==> src/rtl/div_pkg.sv <==
// Shared definitions for the arbitrated divider: controller state encoding
// and the default operand width.
package div_pkg;

  localparam int DEF_WIDTH = 8;

  typedef enum logic [1:0] {
    QI = 2'd0,
    QC = 2'd1,
    QD = 2'd2
  } state_t;

endpackage

==> src/rtl/div_core_8.sv <==
// Repeated-subtraction divider datapath: operand registers, result registers
// and the compare/subtract step. Sequencing comes from the arbiter FSM.
module div_core_8
  import div_pkg::*;
#(
  parameter int WIDTH = DEF_WIDTH
) (
  input  logic             board_clk,
  input  logic             reset_n,
  input  logic             load,
  input  logic             compute,
  input  logic [WIDTH-1:0] x_load,
  input  logic [WIDTH-1:0] y_load,
  output logic             finish,
  output logic [WIDTH-1:0] quotient,
  output logic [WIDTH-1:0] remainder,
  output logic             div_zero
);

  localparam logic [WIDTH-1:0] ONE = {{(WIDTH-1){1'b0}}, 1'b1};

  logic [WIDTH-1:0] x_reg;
  logic [WIDTH-1:0] y_reg;
  logic [WIDTH-1:0] quotient_reg;
  logic [WIDTH-1:0] remainder_reg;
  logic             div_zero_reg;
  logic             y_zero;
  logic             x_lt_y;

  assign y_zero = (y_reg == '0);
  assign x_lt_y = (x_reg < y_reg);
  // A zero divisor ends the operation immediately; otherwise stop once X < Y.
  assign finish = y_zero | x_lt_y;

  always_ff @(posedge board_clk or negedge reset_n) begin
    if (!reset_n) begin
      x_reg         <= '0;
      y_reg         <= '0;
      quotient_reg  <= '0;
      remainder_reg <= '0;
      div_zero_reg  <= 1'b0;
    end else if (load) begin
      x_reg        <= x_load;
      y_reg        <= y_load;
      quotient_reg <= '0;
      div_zero_reg <= 1'b0;
    end else if (compute) begin
      if (y_zero) begin
        div_zero_reg  <= 1'b1;
        quotient_reg  <= '1;
        remainder_reg <= x_reg;
      end else if (!x_lt_y) begin
        x_reg        <= x_reg - y_reg;
        quotient_reg <= quotient_reg + ONE;
      end else begin
        remainder_reg <= x_reg;
      end
    end
  end

  assign quotient  = quotient_reg;
  assign remainder = remainder_reg;
  assign div_zero  = div_zero_reg;

endmodule

==> src/rtl/div_arbiter_8.sv <==
// Two-requester front end for the shared divider: round-robin arbitration on
// ties, QI/QC/QD controller, and per-requester grant/done handshake.
module div_arbiter_8
  import div_pkg::*;
#(
  parameter int WIDTH = DEF_WIDTH
) (
  input  logic             ClkPort,
  input  logic             Reset_n,
  input  logic             Start0,
  input  logic             Start1,
  input  logic             Ack0,
  input  logic             Ack1,
  input  logic [WIDTH-1:0] Xin0,
  input  logic [WIDTH-1:0] Yin0,
  input  logic [WIDTH-1:0] Xin1,
  input  logic [WIDTH-1:0] Yin1,
  output logic             Grant0,
  output logic             Grant1,
  output logic             Done0,
  output logic             Done1,
  output logic [WIDTH-1:0] Quotient,
  output logic [WIDTH-1:0] Remainder,
  output logic             DivZero,
  output logic             Qi,
  output logic             Qc,
  output logic             Qd
);

  state_t state_reg, state_next;
  logic   grant0_reg, grant0_next;
  logic   grant1_reg, grant1_next;
  // 1 means requester 1 was granted last, so requester 0 wins the next tie.
  logic   last_grant_reg, last_grant_next;

  logic             win1;
  logic             ack_hit;
  logic             load;
  logic             compute;
  logic             finish;
  logic [WIDTH-1:0] x_sel;
  logic [WIDTH-1:0] y_sel;
  logic [1:0]       grant_vec;
  logic [1:0]       done_vec;

  assign win1    = Start1 & (~Start0 | ~last_grant_reg);
  assign x_sel   = win1 ? Xin1 : Xin0;
  assign y_sel   = win1 ? Yin1 : Yin0;
  assign ack_hit = (grant0_reg & Ack0) | (grant1_reg & Ack1);

  always_ff @(posedge ClkPort or negedge Reset_n) begin
    if (!Reset_n) begin
      state_reg      <= QI;
      grant0_reg     <= 1'b0;
      grant1_reg     <= 1'b0;
      last_grant_reg <= 1'b1;
    end else begin
      state_reg      <= state_next;
      grant0_reg     <= grant0_next;
      grant1_reg     <= grant1_next;
      last_grant_reg <= last_grant_next;
    end
  end

  always_comb begin
    state_next      = state_reg;
    grant0_next     = grant0_reg;
    grant1_next     = grant1_reg;
    last_grant_next = last_grant_reg;
    load            = 1'b0;
    compute         = 1'b0;
    case (state_reg)
      QI: begin
        if (Start0 | Start1) begin
          load            = 1'b1;
          grant0_next     = ~win1;
          grant1_next     = win1;
          last_grant_next = win1;
          state_next      = QC;
        end
      end
      QC: begin
        compute = 1'b1;
        if (finish) state_next = QD;
      end
      QD: begin
        if (ack_hit) begin
          grant0_next = 1'b0;
          grant1_next = 1'b0;
          state_next  = QI;
        end
      end
      default: state_next = QI;
    endcase
  end

  div_core_8 #(
    .WIDTH(WIDTH)
  ) u_core (
    .board_clk(ClkPort),
    .reset_n  (Reset_n),
    .load     (load),
    .compute  (compute),
    .x_load   (x_sel),
    .y_load   (y_sel),
    .finish   (finish),
    .quotient (Quotient),
    .remainder(Remainder),
    .div_zero (DivZero)
  );

  assign grant_vec = {grant1_reg, grant0_reg};

  for (genvar gi = 0; gi < 2; gi++) begin : g_done
    assign done_vec[gi] = (state_reg == QD) & grant_vec[gi];
  end

  assign Grant0 = grant0_reg;
  assign Grant1 = grant1_reg;
  assign Done0  = done_vec[0];
  assign Done1  = done_vec[1];
  assign Qi     = (state_reg == QI);
  assign Qc     = (state_reg == QC);
  assign Qd     = (state_reg == QD);

endmodule

==> config.mk <==
export PLATFORM = sky130hd
export DESIGN_NAME = div_arbiter_8
export DESIGN_NICKNAME = d
export VERILOG_FILES = /design/src/rtl/div_pkg.sv /design/src/rtl/div_core_8.sv /design/src/rtl/div_arbiter_8.sv
export SDC_FILE = /design/constraint.sdc
export NUM_CORES = 1
export LEC_CHECK = 0
export CELL_PAD_IN_SITES_DETAIL_PLACEMENT = 1
export CELL_PAD_IN_SITES_GLOBAL_PLACEMENT = 2
export CORE_MARGIN = 2
export CORE_UTILIZATION = 31
export DETAILED_ROUTE_END_ITERATION = 8
export PLACE_DENSITY_LB_ADDON = 0.1
export SYNTH_ARGS = -nofsm -noshare
export SYNTH_HDL_FRONTEND = slang
export SYNTH_SLANG_ARGS = --single-unit
==> constraint.sdc <==
create_clock -name ClkPort -period 3.75 [get_ports ClkPort]
set_input_delay 0.75 -clock ClkPort [delete_from_list [all_inputs] [get_ports ClkPort]]
set_output_delay 0.75 -clock ClkPort [all_outputs]
set_load 0.05 [all_outputs]
==> summary.txt <==
PLACED DESIGN
----------------------------------------------------------------------------
Area of placed instances                                        0.00300 mm^2
Input/output buffers                                                      61
Global placer's final weighted congestion                              0.747
Dpl hpwl                                                             4.49 mm
Number of cells after detailed placement                                 388

GRT
----------------------------------------------------------------------------
Met2 capacity usage during global routing                              25.3%
Overall track demand over capacity in global routing                   16.6%
Global-route wire length before repair                               10.0 mm
Met3 Resource Use GR                                                   3.38%
Gr busiest metal                                                        met2
Vias in the first global route                                         1,952
Total global routing overflow                                              0
Initial antenna violation count                                            0
Pin count of the biggest net entering global routing                      39
M1 GR Usage                                                            23.6%

FLOORPLANNING
----------------------------------------------------------------------------
Initial Utilization                                                    31.7%
Area enclosed by the die boundary                               0.00804 mm^2
Count of pins on the block boundary                                       62
Placeable Area                                                  0.00718 mm^2
Die height                                                           89.7 um
X dimension of the die                                               89.7 um
Cell Rows                                                                 31

STA
----------------------------------------------------------------------------
Worst max-slew margin expressed relative to the limit                  39.3%
Setup repair after global routing missed its margin                    false
Number of failing hold endpoints at the final stage                        0
Final worst hold slack                                                487 ps
Final Max Tran Viols                                                       0
# setup viols final                                                        0
Worst-margin pin slew                                                 911 ps
Sum of negative setup slack                                             0 ps
Highest clock rate                                                   358 MHz
Final critical delay including setup and external delays             2790 ps
Final Cycle Share                                                      74.5%
Clk_skew                                                             9.84 ps

PWR
----------------------------------------------------------------------------
PD cells                                                         998 mW/mm^2
Flop pwr share                                                         24.4%
Switching Fraction                                                     47.4%
Static leakage                                                       1.37 nW
Power share of the clock group                                         13.6%
Combinational group share of total power                               62.0%
Peak supply drop                                                    0.311 mV
P_sw                                                                 1.48 mW
Internal power                                                       1.65 mW

CTS
----------------------------------------------------------------------------
Maximum level of the CTS H-tree                                            2
Total of hold buffers inserted after clock tree synthesis                  0
Clock tree root buffer cell                                     sky130_fd_sc_hd__clkbuf_8
Clock tree from TritonCTS                                                yes
Number of buffers between clock root and the deepest sink                  2
Clock Latency Late Sink                                               290 ps
Num CTS Buffers                                                            5
Clock transition at the registers of the reported paths                80 ps
Count of buffers added by post-CTS timing repair for setup                 0
Post-CTS resize count                                                      0
Total number of clock tree sinks                                          38

SYNTHESIS
----------------------------------------------------------------------------
Mapped cell area                                                0.00227 mm^2
Most instantiated flip-flop cell in the synthesis netlist       sky130_fd_sc_hd__dfrtp_1
Largest family of logic cells by synthesized area               compound AO/OA/AOI/OAI gates
Cell with the most instances after synthesis                    sky130_fd_sc_hd__dfrtp_1
Area share of the largest cell type after synthesis                    40.7%
Post-synthesis adder-cell area fraction                                5.83%
List of most frequent post-synthesis cells                      sky130_fd_sc_hd__dfrtp_1, sky130_fd_sc_hd__nand2_1, sky130_fd_sc_hd__mux2i_1, sky130_fd_sc_hd__nor2_1, sky130_fd_sc_hd__inv_1
Largest area contributor in the netlist                         sky130_fd_sc_hd__dfrtp_1
Synthesized net count                                                    280
Portion of netlist area occupied by mux cells                          14.1%
Xor/xnor cell area share of the yosys netlist                          2.31%
Ranking of synthesized cells by area                            sky130_fd_sc_hd__dfrtp_1, sky130_fd_sc_hd__mux2i_1, sky130_fd_sc_hd__ha_1
YS warnings                                                                0
Sequential-to-total area share from yosys stat                         41.9%
Fraction of registers with async set or reset after synthesis           100%
EDFF count, synth                                                          0
Synth Area in Compound Gates                                           16.3%
Count of distinct cell types in the synthesized netlist                   44
Post-synthesis cell count                                                232
Post-Synthesis Mean Instance Area                                  9.80 um^2
Flops & latches, synth                                                    38
Fraction of the mapped netlist area in simple logic gates              15.3%

RUN
----------------------------------------------------------------------------
Max-cap violations                                                         0

ROUTING
----------------------------------------------------------------------------
Per-cell routed wire length                                          15.3 um
Number of iterations in the first detailed-routing pass                    4
Remaining routing DRC violations                                           0
Number of DRC markers in iteration 0                                      92
Vias/cell                                                               4.93
Total routed wirelength                                              6.06 mm
Number of nets with antenna violations after detailed routing              0
Total via count after detailed routing                                 1,953

MIN PATH
----------------------------------------------------------------------------
Count of cells along the worst hold path                                   2
Worst min-delay path category                                   flip-flop to flip-flop
Hold Startpoint                                                 last_grant_reg
Terminating pin of the worst hold path                          last_grant_reg

LAYOUT
----------------------------------------------------------------------------
Layout overhead on the synthesized area                                37.8%
Post-route cell area                                            0.00313 mm^2
Final cell count without fillers                                         396
Layout cell share with drive strength beyond 1                         11.4%
ANT cells                                                                  0
Layout fillers                                                           828
Net count, final                                                         344

SETUP PATH
----------------------------------------------------------------------------
Capturing element type of the critical path                      output port
Setup slack on the worst flop-to-flop path                           1110 ps
CP startpoint kind                                                 flip-flop
Depth of the worst register-to-register path                               8
Required time at the endpoint of the critical path                   3000 ps
Setup CP Type                                                   flip-flop to output port
Crit path max fanout                                                       5
Data arrival time of the critical path                               2040 ps
Launch instance of the worst register-to-register path          u_core.x_reg[0]
Endpoint of the worst-slack reg-to-reg timing path              u_core.remainder[0]

RUN STATUS
----------------------------------------------------------------------------
Status                                                          finished clean

[worst max-delay path by stage]
| stage | startpoint | end | slack (ps) |
|---|---|---|---|
| floorplan | state_reg[1] | Done0 | 1290 |
| global placement | Start0 | u_core.x_reg[6] | 1130 |
| detailed placement | u_core.x_reg[0] | u_core.remainder[0] | 1090 |
| CTS | state_reg[1] | Done1 | 910 |
| global route | state_reg[1] | Done0 | 860 |
| finish | state_reg[1] | Done1 | 960 |
[placed cells by master (no fill, tap or decap), types with 2 or more instances in the layout]
master	Yosys	layout
sky130_fd_sc_hd__a21oi_1	10	10
sky130_fd_sc_hd__xor2_1	3	3
sky130_fd_sc_hd__xnor2_1	3	3
sky130_fd_sc_hd__nor4_1	2	2
sky130_fd_sc_hd__nand2_1	21	21
sky130_fd_sc_hd__mux2_4	2	2
sky130_fd_sc_hd__a211o_1	2	2
sky130_fd_sc_hd__nor2b_1	4	4
sky130_fd_sc_hd__dfrtp_1	37	37
sky130_fd_sc_hd__buf_4	0	4
sky130_fd_sc_hd__o21ai_0	12	12
sky130_fd_sc_hd__a311o_1	5	5
sky130_fd_sc_hd__and2_1	4	4
sky130_fd_sc_hd__inv_1	15	15
sky130_fd_sc_hd__a221oi_1	2	2
sky130_fd_sc_hd__o22ai_1	3	3
sky130_fd_sc_hd__clkdlybuf4s50_1	0	60
sky130_fd_sc_hd__nand3_1	8	8
sky130_fd_sc_hd__o221ai_1	4	4
sky130_fd_sc_hd__and3_1	2	2
sky130_fd_sc_hd__a211oi_1	2	2
sky130_fd_sc_hd__clkbuf_8	0	5
sky130_fd_sc_hd__nor2_1	18	18
sky130_fd_sc_hd__nor3_1	8	8
sky130_fd_sc_hd__ha_1	9	9
sky130_fd_sc_hd__bufinv_16	0	2
sky130_fd_sc_hd__nand2b_1	2	2
sky130_fd_sc_hd__a21oi_2	2	2
sky130_fd_sc_hd__mux2_2	8	8
sky130_fd_sc_hd__mux2i_1	20	20
[cells by family (layout without fill, tap and decap cells)]
| family | Yosys count | in the layout |
|---|---|---|
| xor+xnor | 6 | 6 |
| mux | 30 | 30 |
| flops | 38 | 38 |
| fa+ha+maj | 10 | 10 |
| compound gates | 52 | 52 |
| simple gates | 73 | 73 |
| buf+inv | 23 | 88 |
[worst max-delay path, stage by stage (launching register included)]
cell,delay [ps]
sky130_fd_sc_hd__dfrtp_1,410
sky130_fd_sc_hd__nor2b_1,360
sky130_fd_sc_hd__and2_1,180
sky130_fd_sc_hd__clkdlybuf4s50_1,800
[final cells by class]
cell class                      instances  area [um^2]  share of cell area (%)
Sequential cell                        38          952                    30.4
Timing Repair Buffer                   65          636                    20.3
Inverter                               15         56.3                    1.80
Multi-Input combinational cell        171         1230                    39.2
Clock inverter                          3         68.8                    2.20
Clock buffer                            5         68.8                    2.20
Tap cell                               99          124                    3.95
[power groups by stage]
stage | clock, mW | combinational (mW) | sequential, mW
floorplan | 0 | 1.18 | 1.00
global placement | 0 | 1.92 | 0.770
detailed placement | 0 | 1.95 | 0.773
CTS | 0.441 | 1.96 | 0.767
global route | 0.456 | 2.15 | 0.796
finish | 0.426 | 1.94 | 0.762
[metal layers]
layer	routed length [um]	part of all wire, %
met1	2980	49
met5	0	0
met4	72	1.2
met2	2730	45
met3	279	4.6
[per-stage QoR]
stage          setup slack (ps)  power [mW]  utilization [%]
6_report                    958        3.13             43.7
2_1_floorplan              1290        2.18                -
3_3_place_gp               1130        2.69             41.8
4_1_cts                     909        3.17             43.7
3_5_place_dp               1090        2.73             41.8
5_1_grt                     859        3.40             43.7
No activity file was read; power rests on OpenSTA's default activity.
